<file path="src/rtl/serial_pkg.sv">
// Shared types and helpers for the bit-serial transmit/receive pair.
package serial_pkg;

  typedef enum logic {IDLE, SHIFT} ser_state_t;

  localparam int unsigned DEFAULT_DATA_WIDTH = 32;
  localparam int unsigned CNT_W              = $clog2(DEFAULT_DATA_WIDTH);
  // Widest word bit_reverse can handle; callers zero-extend into it.
  localparam int unsigned SER_MAX_W          = 64;

  // Reverse the low 'width' bits of word; bits at or above 'width' return 0.
  function automatic logic [SER_MAX_W-1:0] bit_reverse(input logic [SER_MAX_W-1:0] word,
                                                       input int unsigned          width);
    logic [SER_MAX_W-1:0] r;
    r = '0;
    for (int unsigned i = 0; i < SER_MAX_W; i++) begin
      if (i < width) r[i] = word[width-1-i];
    end
    return r;
  endfunction

endpackage

</file>
<file path="src/rtl/serial_reverse_tx_bit_counter.sv">
// Modulo-WIDTH bit counter with clear and enable; flags the last bit position.
module ser_bit_counter
  import serial_pkg::*;
#(
  parameter int unsigned WIDTH = DEFAULT_DATA_WIDTH
) (
  input  logic clk,
  input  logic reset,
  input  logic clr,
  input  logic en,
  output logic is_last_c
);

  localparam int unsigned CNT_BITS = $clog2(WIDTH);

  logic [CNT_BITS-1:0] cnt_q, cnt_d;

  assign is_last_c = (cnt_q == CNT_BITS'(WIDTH - 1));

  // Clear wins over enable; wraps to zero after the last position.
  always_comb begin
    cnt_d = cnt_q;
    if (clr) begin
      cnt_d = '0;
    end else if (en) begin
      cnt_d = is_last_c ? '0 : cnt_q + CNT_BITS'(1);
    end
  end

  always_ff @(posedge clk or posedge reset) begin
    if (reset) cnt_q <= '0;
    else       cnt_q <= cnt_d;
  end

endmodule

</file>
<file path="src/rtl/serial_reverse_tx.sv">
// Word-to-bit serializer with per-word bit order and valid/ready on both sides.
module serial_reverse_tx
  import serial_pkg::*;
#(
  parameter int unsigned DATA_WIDTH = DEFAULT_DATA_WIDTH
) (
  input  logic                  clk,
  input  logic                  reset,
  input  logic [DATA_WIDTH-1:0] din,
  input  logic                  din_valid,
  output logic                  din_ready,
  input  logic                  msb_first,
  output logic                  dout,
  output logic                  dout_valid,
  output logic                  dout_last,
  input  logic                  dout_ready
);

  ser_state_t            state_q, state_d;
  logic [DATA_WIDTH-1:0] shreg_q, shreg_d;
  logic                  is_last;
  logic                  beat;
  logic                  load;

  ser_bit_counter #(.WIDTH(DATA_WIDTH)) u_cnt (
    .clk       (clk),
    .reset     (reset),
    .clr       (load),
    .en        (beat),
    .is_last_c (is_last)
  );

  assign dout       = shreg_q[0];
  assign dout_valid = (state_q == SHIFT);
  assign dout_last  = dout_valid && is_last;

  // Next state, shift path and handshake; a load on the last beat keeps SHIFT.
  always_comb begin
    state_d   = state_q;
    shreg_d   = shreg_q;
    beat      = dout_valid && dout_ready;
    din_ready = (state_q == IDLE) || (dout_last && dout_ready);
    load      = din_valid && din_ready;

    if (beat) begin
      shreg_d = shreg_q >> 1;
      if (is_last) state_d = IDLE;
    end

    if (load) begin
      shreg_d = msb_first ? DATA_WIDTH'(bit_reverse(SER_MAX_W'(din), DATA_WIDTH)) : din;
      state_d = SHIFT;
    end
  end

  always_ff @(posedge clk or posedge reset) begin
    if (reset) begin
      state_q <= IDLE;
      shreg_q <= '0;
    end else begin
      state_q <= state_d;
      shreg_q <= shreg_d;
    end
  end

endmodule

</file>
<file path="config.mk">
export PLATFORM = sky130hd
export DESIGN_NAME = serial_reverse_tx
export DESIGN_NICKNAME = d
export VERILOG_FILES = /design/src/rtl/serial_pkg.sv /design/src/rtl/serial_reverse_tx_bit_counter.sv /design/src/rtl/serial_reverse_tx.sv
export SDC_FILE = /design/constraint.sdc
export NUM_CORES = 1
export LEC_CHECK = 0
export ABC_CLOCK_PERIOD_IN_PS = 1900
export CORE_MARGIN = 3
export CORE_UTILIZATION = 30
export DETAILED_ROUTE_END_ITERATION = 8
export GPL_TIMING_DRIVEN = 0
export HOLD_SLACK_MARGIN = 0.03
export PLACE_DENSITY_LB_ADDON = 0.2
export SLEW_MARGIN = 20
export SYNTH_ARGS = -nofsm -noshare
export SYNTH_HDL_FRONTEND = slang
export SYNTH_HIERARCHICAL = 1
export SYNTH_SLANG_ARGS = --single-unit
</file>
<file path="constraint.sdc">
create_clock -name clk -period 1.9 [get_ports clk]
set_input_delay 0.19 -clock clk [delete_from_list [all_inputs] [get_ports clk]]
set_output_delay 0.19 -clock clk [all_outputs]
set_load 0.05 [all_outputs]
</file>
==> out/results.ini <==
[outcome]
status=finished with violations
violations=negative setup slack

[sta]
rsz0062_at_grt=yes
max_freq_mhz=512.2
finalCritPeriodShare_pct=102.8
min_period_ps=1952
setup_viol=5
layout_setup_ws_ps=-52.41
hold_viol=0
tightest_slew_ps=767.2
relSlewSlack_pct=48.85
report.final.slew_viol_count=0
finClkSkew_ps=7.834

[critical_path]
cp-end-kind=output pin
path_cells=ha_2 > and3_4 > ha_4 > a21bo_1 > buf_6 > buf_8 > buf_8
critical_path.max_stage_delay_ps=380
path_max_fanout=4
timing.critical_path.mode_cell=buf_8
startpoint_type=flip-flop
cp.arrival_ps=1760
cp_data_required_time_ps=1710
critPathSlowestCell=dfrtp_1
path_class=reg -> out

[yosys]
ys_types=27
synth-seq-area-share_pct=39.60
ys_warn_count=6
synth_edf_count=0
postSynthAreaPerCell_um2=9.721
async_reset_ff_share_pct=100.0
ys.flop_type=dfrtp_1
syn-cell-area_um2=2401
syn-num-nets=286
synthCells=247
ys_ff_latch=38

[clock_network]
cts_buffers=5
cts_tree=yes
clkLatencyLatePin_ps=290
h-tree-depth=2
clock_path_buffers=2
root_buffer=clkbuf_8
path_clk_slew_ps=70
clkSinkCount=38

[global_routing]
grtUsageMet3_pct=3.946
grt.busiest_layer=met1
antenna_found_initial=0
overflow=0
grt_pass1_wl_um=10540
grt_max_degree=34
grt_pass1_vias=2044
grt.total_usage_pct=15.01
grtUsageMet1_pct=21.90
grt.met2_usage_pct=21.87

[die]
pin_count=41
fp.dieW_um=95.46
core_um2=7525
rows=31
initial_core_util_pct=31.91
chipHeight_um=95.46
dieArea_um2=9113

[finish]
fill_cells=740
antennaDiodeCount=0
synthToLayoutAreaGrowth_pct=40.96
stdcell_count=403
nNetsFinal=343
layout-drive-gt1-share_pct=31.58

[detailed_routing]
dr.pass1.iters=4
ant_nets=0
num_vias=2078
routed_via_density=5.156
drc=0
wl_per_cell_um=16.27
wirelength_um=6557
drtIter0Drc=68

[power]
peakVddDrop_v=0.0003075
power_density_nw_per_um2=738.0
power_leakage_nw=1.519
report.power.total_mw=2.498

[worst_hold_path]
hp-class=in -> async

[placed_design]
pre_cts_slack_ps=-575.8
hpwlAfterDp_um=4446
dp_cells=385
portBuffers=39
gp_congestion=0.7788

[job]
cap_viol_max_count=0

## path summary, 6_finish.rpt
path                           startpoint        endpoint  slack (ps)  cells past startpoint
max in group asynchronous           reset     shreg_q[22]        1050                      2
min                                 reset  u_cnt/cnt_q[4]         150                      2
min in group clk               shreg_q[1]      shreg_q[1]         490                      2
max                        u_cnt/cnt_q[0]       din_ready         -50                      7
max reg2reg                u_cnt/cnt_q[0]     shreg_q[19]         -30                      9
min reg2reg                    shreg_q[1]      shreg_q[1]         490                      2
## per-stage QoR
| stage | utilization (%) | setup TNS (ps) | area [µm²] | hold slack (ps) |
|---|---|---|---|---|
| 5_1_grt | 44.98 | -1129 | 3385 | 168.6 |
| 3_5_place_dp | 38.78 | -3742 | 2918 | 459.8 |
| 3_3_place_gp | 38.78 | -4030 | 2918 | 438.1 |
| 6_report | 44.98 | -127.6 | 3385 | 152.4 |
| 2_1_floorplan | - | 0 | 2404 | -31.48 |
| 4_1_cts | 42.62 | -520.5 | 3207 | 153.7 |
## cell type report
class	count	area [µm²]	share of cell area [%]
flip-flops and latches	38	950.9	28.10
well taps	99	123.9	3.660
clock buffers	7	76.32	2.255
repair buffers	50	498.0	14.71
multi-input cells	182	1558	46.03
plain buffers	24	166.4	4.917
inverters	3	11.26	0.3327
## synthesized netlist by cell type (2+ instances only)
master | number | share of area (%)
a21oi_1 | 34 | 7.1
and2_1 | 3 | 0.78
and3_1 | 32 | 8.3
buf_2 | 7 | 1.5
buf_4 | 3 | 0.94
buf_6 | 3 | 1.4
clkbuf_1 | 11 | 1.7
dfrtp_1 | 38 | 40
ha_1 | 2 | 1.0
inv_1 | 2 | 0.31
mux2i_1 | 33 | 14
nand2_1 | 32 | 5.0
nor2_1 | 3 | 0.47
o21ai_0 | 2 | 0.42
o31ai_1 | 11 | 3.4
o31ai_2 | 20 | 10
## sequential cells by signal (all words and copies together), names as in the netlist
register / count
dout_valid: 1
shreg_q: 32
u_cnt/cnt_q: 5
## cell families after synthesis
group	Yosys count	share of synthesized area, %
simple gates	75	16.15
compound gates	70	22.41
flops	38	39.60
mux	35	14.80
buf+inv	27	5.992
fa+ha+maj	2	1.042
## repair_timing
action                     CTS  global route
buffers inserted             7             2
gates resized for setup     49            33
hold buffers                 0             0
pin swaps                   11             8
setup endpoints to repair   34            34
cloned                       1             1
## power breakdown
group          leakage (nW)  internal (mW)  switching (mW)
clock                0.0383          0.253           0.280
sequential            0.508          0.999           0.143
combinational         0.972          0.425           0.397
total                  1.52           1.68           0.821
## cell usage in the layout (no fill, tap or decap), types with 2 or more instances in the layout
master,synthesis,final
dfrtp_1,38,38
and3_1,32,23
clkdlybuf4s50_1,0,37
a21oi_1,34,9
and2_1,3,2
buf_8,0,2
clkbuf_8,0,5
o31ai_1,11,9
a21oi_4,0,9
nor2_1,3,3
mux2i_1,33,33
o31ai_2,20,20
o21ai_0,2,2
buf_6,3,6
nand2_1,32,32
buf_4,3,11
a21oi_2,0,16
inv_2,1,2
buf_2,7,6
and3_4,0,9
o31ai_4,0,2
clkbuf_1,11,11
## worst max-delay path, delay by kind of cell, from the launching register on
family / cells / cell delay (ps)
buf+inv: 3 / 390
compound gates: 1 / 180
fa+ha+maj: 2 / 340
flops: 1 / 380
simple gates: 1 / 180
## layer usage
metal  wire length (µm)  up-vias
met5                  0        -
met4                 61        0
met3                347        7
met2               2968       46
met1               3179     1010
li1                   -     1015
Power figures use the tool's default switching activity.
